## src/rtl/shift_arbiter.sv

```systemverilog
// Round-robin arbiter sharing one external combinational barrel shifter among NUM_REQ clients.
// Define SHIFT_ARBITER_ROTATE_EN to add req_rot and two-pass rotate support.
module shift_arbiter #(
  parameter int unsigned NUM_REQ = 4,
  parameter int unsigned ID_W    = 2,
  parameter int unsigned DATA_W  = 32,
  parameter int unsigned SHAMT_W = 5
) (
  input  logic                       clk,
  input  logic                       rst_n,
  input  logic [NUM_REQ-1:0]         req_valid,
  output logic [NUM_REQ-1:0]         req_ready,
  input  logic [NUM_REQ-1:0]         req_dir,
`ifdef SHIFT_ARBITER_ROTATE_EN
  input  logic [NUM_REQ-1:0]         req_rot,
`endif
  input  logic [NUM_REQ*SHAMT_W-1:0] req_shamt,
  input  logic [NUM_REQ*DATA_W-1:0]  req_num,
  output logic                       resp_valid,
  input  logic                       resp_ready,
  output logic [ID_W-1:0]            resp_id,
  output logic [DATA_W-1:0]          resp_data,
  output logic                       sh_control,
  output logic [SHAMT_W-1:0]         sh_shift,
  output logic [DATA_W-1:0]          sh_num,
  input  logic [DATA_W-1:0]          sh_out
);

  typedef enum logic [1:0] {
    IDLE  = 2'd0,
    PASS1 = 2'd1,
    RESP  = 2'd2
`ifdef SHIFT_ARBITER_ROTATE_EN
    , PASS2 = 2'd3
`endif
  } state_e;

  state_e              state_q, state_d;
  logic [ID_W-1:0]     rr_ptr_q, rr_ptr_d;
  logic                resp_valid_q, resp_valid_d;
  logic [ID_W-1:0]     resp_id_q, resp_id_d;
  logic [DATA_W-1:0]   resp_data_q, resp_data_d;
  logic                sh_control_q, sh_control_d;
  logic [SHAMT_W-1:0]  sh_shift_q, sh_shift_d;
  logic [DATA_W-1:0]   sh_num_q, sh_num_d;
`ifdef SHIFT_ARBITER_ROTATE_EN
  logic                rot_q, rot_d;
  logic [DATA_W-1:0]   tmp_q, tmp_d;
`endif

  logic [NUM_REQ-1:0]  req_ready_c;
  logic                gnt_found;
  logic [ID_W-1:0]     gnt_id;
  logic [ID_W-1:0]     scan_idx;

  logic [SHAMT_W-1:0]  shamt_arr [NUM_REQ];
  logic [DATA_W-1:0]   num_arr   [NUM_REQ];

  // Unpack the flattened per-requester operand buses.
  for (genvar i = 0; i < NUM_REQ; i++) begin : g_unpack
    assign shamt_arr[i] = req_shamt[i*SHAMT_W +: SHAMT_W];
    assign num_arr[i]   = req_num[i*DATA_W +: DATA_W];
  end

  // First valid requester at or after rr_ptr, wrapping modulo NUM_REQ.
  always_comb begin
    gnt_found = 1'b0;
    gnt_id    = '0;
    scan_idx  = '0;
    for (int unsigned k = 0; k < NUM_REQ; k++) begin
      scan_idx = ID_W'(rr_ptr_q + ID_W'(k));
      if (!gnt_found && req_valid[scan_idx]) begin
        gnt_found = 1'b1;
        gnt_id    = scan_idx;
      end
    end
  end

  always_comb begin
    state_d      = state_q;
    rr_ptr_d     = rr_ptr_q;
    resp_valid_d = resp_valid_q;
    resp_id_d    = resp_id_q;
    resp_data_d  = resp_data_q;
    sh_control_d = sh_control_q;
    sh_shift_d   = sh_shift_q;
    sh_num_d     = sh_num_q;
`ifdef SHIFT_ARBITER_ROTATE_EN
    rot_d        = rot_q;
    tmp_d        = tmp_q;
`endif
    req_ready_c  = '0;

    case (state_q)
      IDLE: begin
        if (gnt_found) begin
          req_ready_c[gnt_id] = 1'b1;
          sh_control_d        = req_dir[gnt_id];
          sh_shift_d          = shamt_arr[gnt_id];
          sh_num_d            = num_arr[gnt_id];
          resp_id_d           = gnt_id;
`ifdef SHIFT_ARBITER_ROTATE_EN
          // A zero-amount rotate is just a pass-through, so it stays single pass.
          rot_d               = req_rot[gnt_id] && (shamt_arr[gnt_id] != '0);
`endif
          state_d             = PASS1;
        end
      end

      PASS1: begin
`ifdef SHIFT_ARBITER_ROTATE_EN
        if (rot_q) begin
          // Second pass shifts the opposite way by DATA_W-s; mod-2^SHAMT_W wrap gives it.
          tmp_d        = sh_out;
          sh_control_d = ~sh_control_q;
          sh_shift_d   = SHAMT_W'(DATA_W) - sh_shift_q;
          state_d      = PASS2;
        end else begin
          resp_data_d  = sh_out;
          resp_valid_d = 1'b1;
          state_d      = RESP;
        end
`else
        resp_data_d  = sh_out;
        resp_valid_d = 1'b1;
        state_d      = RESP;
`endif
      end

`ifdef SHIFT_ARBITER_ROTATE_EN
      PASS2: begin
        resp_data_d  = tmp_q | sh_out;
        resp_valid_d = 1'b1;
        state_d      = RESP;
      end
`endif

      RESP: begin
        if (resp_ready) begin
          resp_valid_d = 1'b0;
          rr_ptr_d     = ID_W'(resp_id_q + 1'b1);
          state_d      = IDLE;
        end
      end

      default: begin
        state_d = IDLE;
      end
    endcase
  end

  always_ff @(posedge clk or negedge rst_n) begin
    if (!rst_n) begin
      state_q      <= IDLE;
      rr_ptr_q     <= '0;
      resp_valid_q <= 1'b0;
      resp_id_q    <= '0;
      resp_data_q  <= '0;
      sh_control_q <= 1'b0;
      sh_shift_q   <= '0;
      sh_num_q     <= '0;
`ifdef SHIFT_ARBITER_ROTATE_EN
      rot_q        <= 1'b0;
      tmp_q        <= '0;
`endif
    end else begin
      state_q      <= state_d;
      rr_ptr_q     <= rr_ptr_d;
      resp_valid_q <= resp_valid_d;
      resp_id_q    <= resp_id_d;
      resp_data_q  <= resp_data_d;
      sh_control_q <= sh_control_d;
      sh_shift_q   <= sh_shift_d;
      sh_num_q     <= sh_num_d;
`ifdef SHIFT_ARBITER_ROTATE_EN
      rot_q        <= rot_d;
      tmp_q        <= tmp_d;
`endif
    end
  end

  // Grant is combinational; masking with rst_n keeps it low while reset is held.
  assign req_ready  = req_ready_c & {NUM_REQ{rst_n}};
  assign resp_valid = resp_valid_q;
  assign resp_id    = resp_id_q;
  assign resp_data  = resp_data_q;
  assign sh_control = sh_control_q;
  assign sh_shift   = sh_shift_q;
  assign sh_num     = sh_num_q;

endmodule

```

## config.mk

```make
export PLATFORM = sky130hd
export DESIGN_NAME = shift_arbiter
export DESIGN_NICKNAME = d
export VERILOG_FILES = /design/src/rtl/shift_arbiter.sv
export SDC_FILE = /design/constraint.sdc
export NUM_CORES = 1
export LEC_CHECK = 0
export ABC_AREA = 1
export CAP_MARGIN = 25
export CORE_MARGIN = 2
export CORE_UTILIZATION = 39
export CTS_CLUSTER_DIAMETER = 150
export DETAILED_ROUTE_END_ITERATION = 7
export PLACE_DENSITY = 0.93
export SYNTH_ARGS = -nofsm -noshare
export SYNTH_HDL_FRONTEND = slang
export SYNTH_SLANG_ARGS = --single-unit
```

## constraint.sdc

```tcl
create_clock -name clk -period 2.3 [get_ports clk]
set_input_delay 0.46 -clock clk [delete_from_list [all_inputs] [get_ports clk]]
set_output_delay 0.46 -clock clk [all_outputs]
set_load 0.1 [all_outputs]
```

* After elaboration in Yosys (flattened, before gate mapping)
Cells that the tools add are included.
** Storage, ports and cells
- Word-level logic and storage cells :: 71
- Bits of input ports :: 191
- Flip-flop bits (word level) :: 77
- Output and inout bits :: 77
** Operators by class
- Reductions and logical operators :: 13
- Bitwise logic cells :: 2
- $add $sub $neg :: 4
- Order comparisons :: 7
- Multiplexer cells :: 33
- Equal/unequal tests :: 4
** Operators by type and width (count)
- $bmux W32 S2 :: 1
- $mux W32 :: 2
- $lt A2 B3 Y1 const B :: 5
- $mux W2 :: 6
- $mux W1 :: 11
- $bmux W1 S2 :: 5
- $bmux W5 S2 :: 1
- $mux W5 :: 2
- $mux W4 :: 2
- $reduce_and A2 Y1 :: 4
- $pmux W2 S3 :: 1
- $add A2 B1 Y2 const B :: 2
- $add A2 B2 Y2 const B :: 2
- $and A4 B4 Y4 :: 1
- $logic_and A1 B1 Y1 :: 4
- $ne A2 B2 Y1 const B :: 2
- $ge A3 B3 Y1 const B :: 1
- $logic_not A1 Y1 :: 3
- $not A2 Y3 :: 1
- $demux W1 S2 :: 1
- $eq A2 B1 Y1 const B :: 1
- $eq A2 B2 Y1 const B :: 1
- $ge A2 B1 Y1 const B :: 1
- $logic_not A2 Y1 :: 1
- other kinds (2) :: 2

* Longest topological paths before layout
- Depth in word-level cells :: 19
- Depth in mapped cells :: 15
- Gate-level depth less buffers :: 13

* Least setup slack after synthesis
OpenSTA, ideal clock, no wires.
- Kind :: register to output
- Start point :: reg rr_ptr_q[0]
- End point :: out req_ready[2]
- Data arrival time :: 3.462 ns
- Buffers on the path :: 2
- Data required time :: 1.840 ns
- Path slack :: -1.622 ns
- Cell stages (with the launch flop) :: 12
- Path through :: dfrtp_1 > buf_4 > nand2_1 > nand2_1 > nor2_1 > nor2_1 > nand3_2 > nand2_1 > inv_2 > buf_4 > nand2_1 > nor3_1
** On the way
- Cells in the longest elaborated chain, start to end :: 19
- Elaborated cells between the ends (all ways) :: 33
- Those cells by class :: 3 x add/sub; 2 x order compare; 20 x mux; 1 x bitwise; 7 x reduce/logical
** RTL lines
- from (decl) :: RTL line 39 : logic [ID_W-1:0] rr_ptr_q, rr_ptr_d;
- from (signal assigned) :: RTL line 168 : rr_ptr_q <= rr_ptr_d;
- parallel branches: the longest is 16 deep, another holds $lt A2 B3 Y1
- $mux W4 * :: RTL line 96 : if (gnt_found) begin
- $mux W4 * :: RTL line 94 : case (state_q)
- $and A4 B4 Y4 * :: RTL line 183 : assign req_ready = req_ready_c & {NUM_REQ{rst_n}};
- to (decl) :: RTL line 12 : output logic [NUM_REQ-1:0] req_ready,
Every way passes the cells marked *. The select of a mux whose other input is x is not followed.

* Worst setup path after layout
- Start point :: reg rr_ptr_q[0]
- End point :: out req_ready[0]
The elaborated chain is that of the path after synthesis.

==> flow_metrics.py <==
metrics = {
    "status": {
        "status": "finished, violations left",
        "violations": "negative setup slack",
    },
    "routing": {
        "drtIter0Drc": 358,
        "via_count": 5716,
        "ant_nets": 0,
        "routed_wl_microns": 18000,
        "drc": 0,
        "wl_per_cell_microns": 16.7,
        "route.detailed.vias_per_inst": 5.29,
        "drt_pass1_iterations": 5,
    },
    "yosys": {
        "ys_ff_latch": 77,
        "synthArstFlopShare_pct": 100,
        "syn_nets": 847,
        "synth_warnings": 0,
        "synth_edf_count": 0,
        "yosysUniqueCellTypes": 21,
        "avgSynthCellArea_sq_um": 6.97,
        "synth-main-ff-cell": "dfrtp_1",
        "syn_area_sq_mm": 0.00457,
        "syn_inst": 656,
        "yosysSeqAreaShare_pct": 42.2,
    },
    "placed_design": {
        "gp_congestion": 0.863,
        "io_buffers": 267,
        "hpwl_microns": 12700,
    },
    "sta": {
        "worst_slew_pin_slew_ns": 0.622,
        "finalCritPeriodShare_pct": 114,
        "setup_slack_ns": -0.333,
        "fmax_mhz": 380,
        "slew_headroom_pct": 58.5,
        "skew_ns": 0.0104,
        "hold_violations": 0,
        "finalCriticalPeriod_ns": 2.63,
        "slew_viol_final": 0,
        "rsz0062_at_grt": "true",
        "setup_viol": 4,
    },
    "grt": {
        "grt.overflow.total": 0,
        "grt_use_total_pct": 27.4,
        "antenna_found_initial": 0,
        "grt_first_pass_wirelength_microns": 28000,
        "first_global_vias": 5611,
        "grt_max_degree": 50,
    },
    "floorplan": {
        "rows": 39,
        "start_util_pct": 40.0,
        "dieArea_sq_mm": 0.0126,
        "coreArea_sq_mm": 0.0114,
        "io-pin-count": 268,
        "die_y_microns": 112,
        "die-width_microns": 112,
    },
    "final_layout": {
        "final_util_pct": 69.9,
        "drive_gt1_share_pct": 20.2,
        "ff_latch_area_sq_mm": 0.00193,
        "area_growth_pct": 74.6,
        "layout_commonest_cell": "nand2_1",
        "fill_cells": 946,
        "final_cell_mix": "nand2_1 (276), clkdlybuf4s50_1 (185), nand3_1 (116), buf_4 (115), nand4_1 (76)",
        "fin_nets": 1123,
        "diodes": 0,
        "multi_input_area_sq_mm": 0.00247,
    },
    "setup_path": {
        "critPathArrivalTime_ns": 2.17,
        "critical_path.endpoint": "req_ready[0]",
        "critPathSlowestCell": "dfrtp_2",
        "crit_start": "rr_ptr_q[0]",
        "crit_chain": "buf_4, nand2_2, nand3_2, nand2_2, inv_2, nand3_2, nand2_2, inv_4, buf_6, nand2_4, nor3_4, buf_12",
        "cp-start-kind": "flip-flop",
        "r2r_end": "sh_num[10]",
        "setup.worst_path.class": "flip-flop to primary output",
        "r2r_cells": 12,
        "rr_startpoint": "rr_ptr_q[0]",
        "cp.required_ns": 1.84,
        "endpoint_kind": "primary output",
        "slowest_delay_ns": 0.46,
        "path_common_cell": "nand2_2",
        "cp_max_fo": 6,
        "reg2reg_slack_ns": 0.11,
    },
    "clock_tree": {
        "h-tree-depth": 3,
        "clock_path_buffers": 2,
        "clock_latency_ns": 0.33,
        "cts_buffers": 9,
        "cts.clk_slew.worst_paths_ns": 0.07,
        "postCtsHoldBufs": 0,
        "clock-sinks": 77,
        "cts_tree": "built",
        "cts_root_buffer": "clkbuf_16",
    },
    "run": {
        "cap_violations": 0,
    },
    "min_path": {
        "hold_path.class": "input port to asynchronous set/reset pin",
    },
}
==> critical path, delay by kind of cell (launching register included) <==
kind | cells | cell delay (ns)
buffers and inverters | 5 | 0.61
flip-flops | 1 | 0.46
AND/OR/NAND/NOR | 7 | 0.78
==> stage by stage <==
step	cell area (sq um)	instances	setup TNS [ns]	hold WS, ns	setup WS [ns]
final	7980	1080	-1.26	0.165	-0.333
after CTS	7790	1070	-1.11	0.188	-0.296
after floorplan	4660	656	-1.06	0.164	-0.280
after global placement	7360	1048	-9.42	0.455	-0.382
after detailed placement	7360	1048	-11.59	0.459	-0.396
after global routing	7980	1080	-1.71	0.205	-0.432
==> routing by layer <==
metal / vias up / GRT usage (%) / share of wire (%)
li1: 2760 / - / -
met1: 2631 / 34.3 / 40
met2: 287 / 47.2 / 50
met3: 38 / 5.51 / 7.2
met4: 0 / 9.43 / 2.9
met5: - / 0 / 0
==> synth_stat cells, types with 5 or more instances <==
master / instances / area, sq um
nand2_1: 289 / 1080
nor2_1: 5 / 18.8
dfrtp_1: 77 / 1930
clkbuf_1: 20 / 75.1
buf_2: 20 / 100
nand3_1: 122 / 611
buf_1: 6 / 22.5
buf_6: 5 / 56.3
nand4_1: 76 / 475
inv_1: 11 / 41.3
==> kinds of logic after synthesis <==
kind of cell | share of synthesized area (%)
buffers and inverters | 7.45
and+or+nand+nor | 49.5
AOI/OAI and AO/OA | 0.685
DFF | 42.2
xor gates and xnor gates | 0.192
==> state kept, by name, indices dropped and copies added (netlist names) <==
register    flops
sh_num         32
resp_valid      1
state_q         2
sh_shift        5
sh_control      1
rr_ptr_q        2
resp_data      32
resp_id         2
==> cell type report <==
class / instances / area share, %
Clock buffer: 9 / 2.82
Tap cell: 143 / 2.24
Timing Repair Buffer: 320 / 38.2
Clock inverter: 7 / 0.784
Sequential cell: 77 / 24.2
Multi-Input combinational cell: 509 / 30.9
Inverter: 15 / 0.800
==> repair_timing <==
action                                 4_1_cts  5_1_grt
gates resized for setup                     32       17
gates cloned                                 0        3
pin swaps                                   13        4
setup endpoints to repair                    4       42
buffers inserted                             6        8
endpoints found under the hold margin        0        0
==> worst min-delay path by stage <==
| stage | start | endpoint | slack, ns | cells past startpoint |
|---|---|---|---|---|
| finish | rst_n | resp_data[0] | 0.17 | 2 |
| global route | rst_n | resp_data[3] | 0.21 | 2 |
| CTS | rst_n | resp_data[0] | 0.19 | 2 |
| detailed placement | resp_data[10] | resp_data[10] | 0.46 | 2 |
| global placement | resp_data[4] | resp_data[4] | 0.46 | 2 |
| floorplan | rst_n | resp_data[0] | 0.16 | 0 |
Power is not shown: default switching activity piles up to over one toggle a cycle in this logic, so the estimate is an artifact.
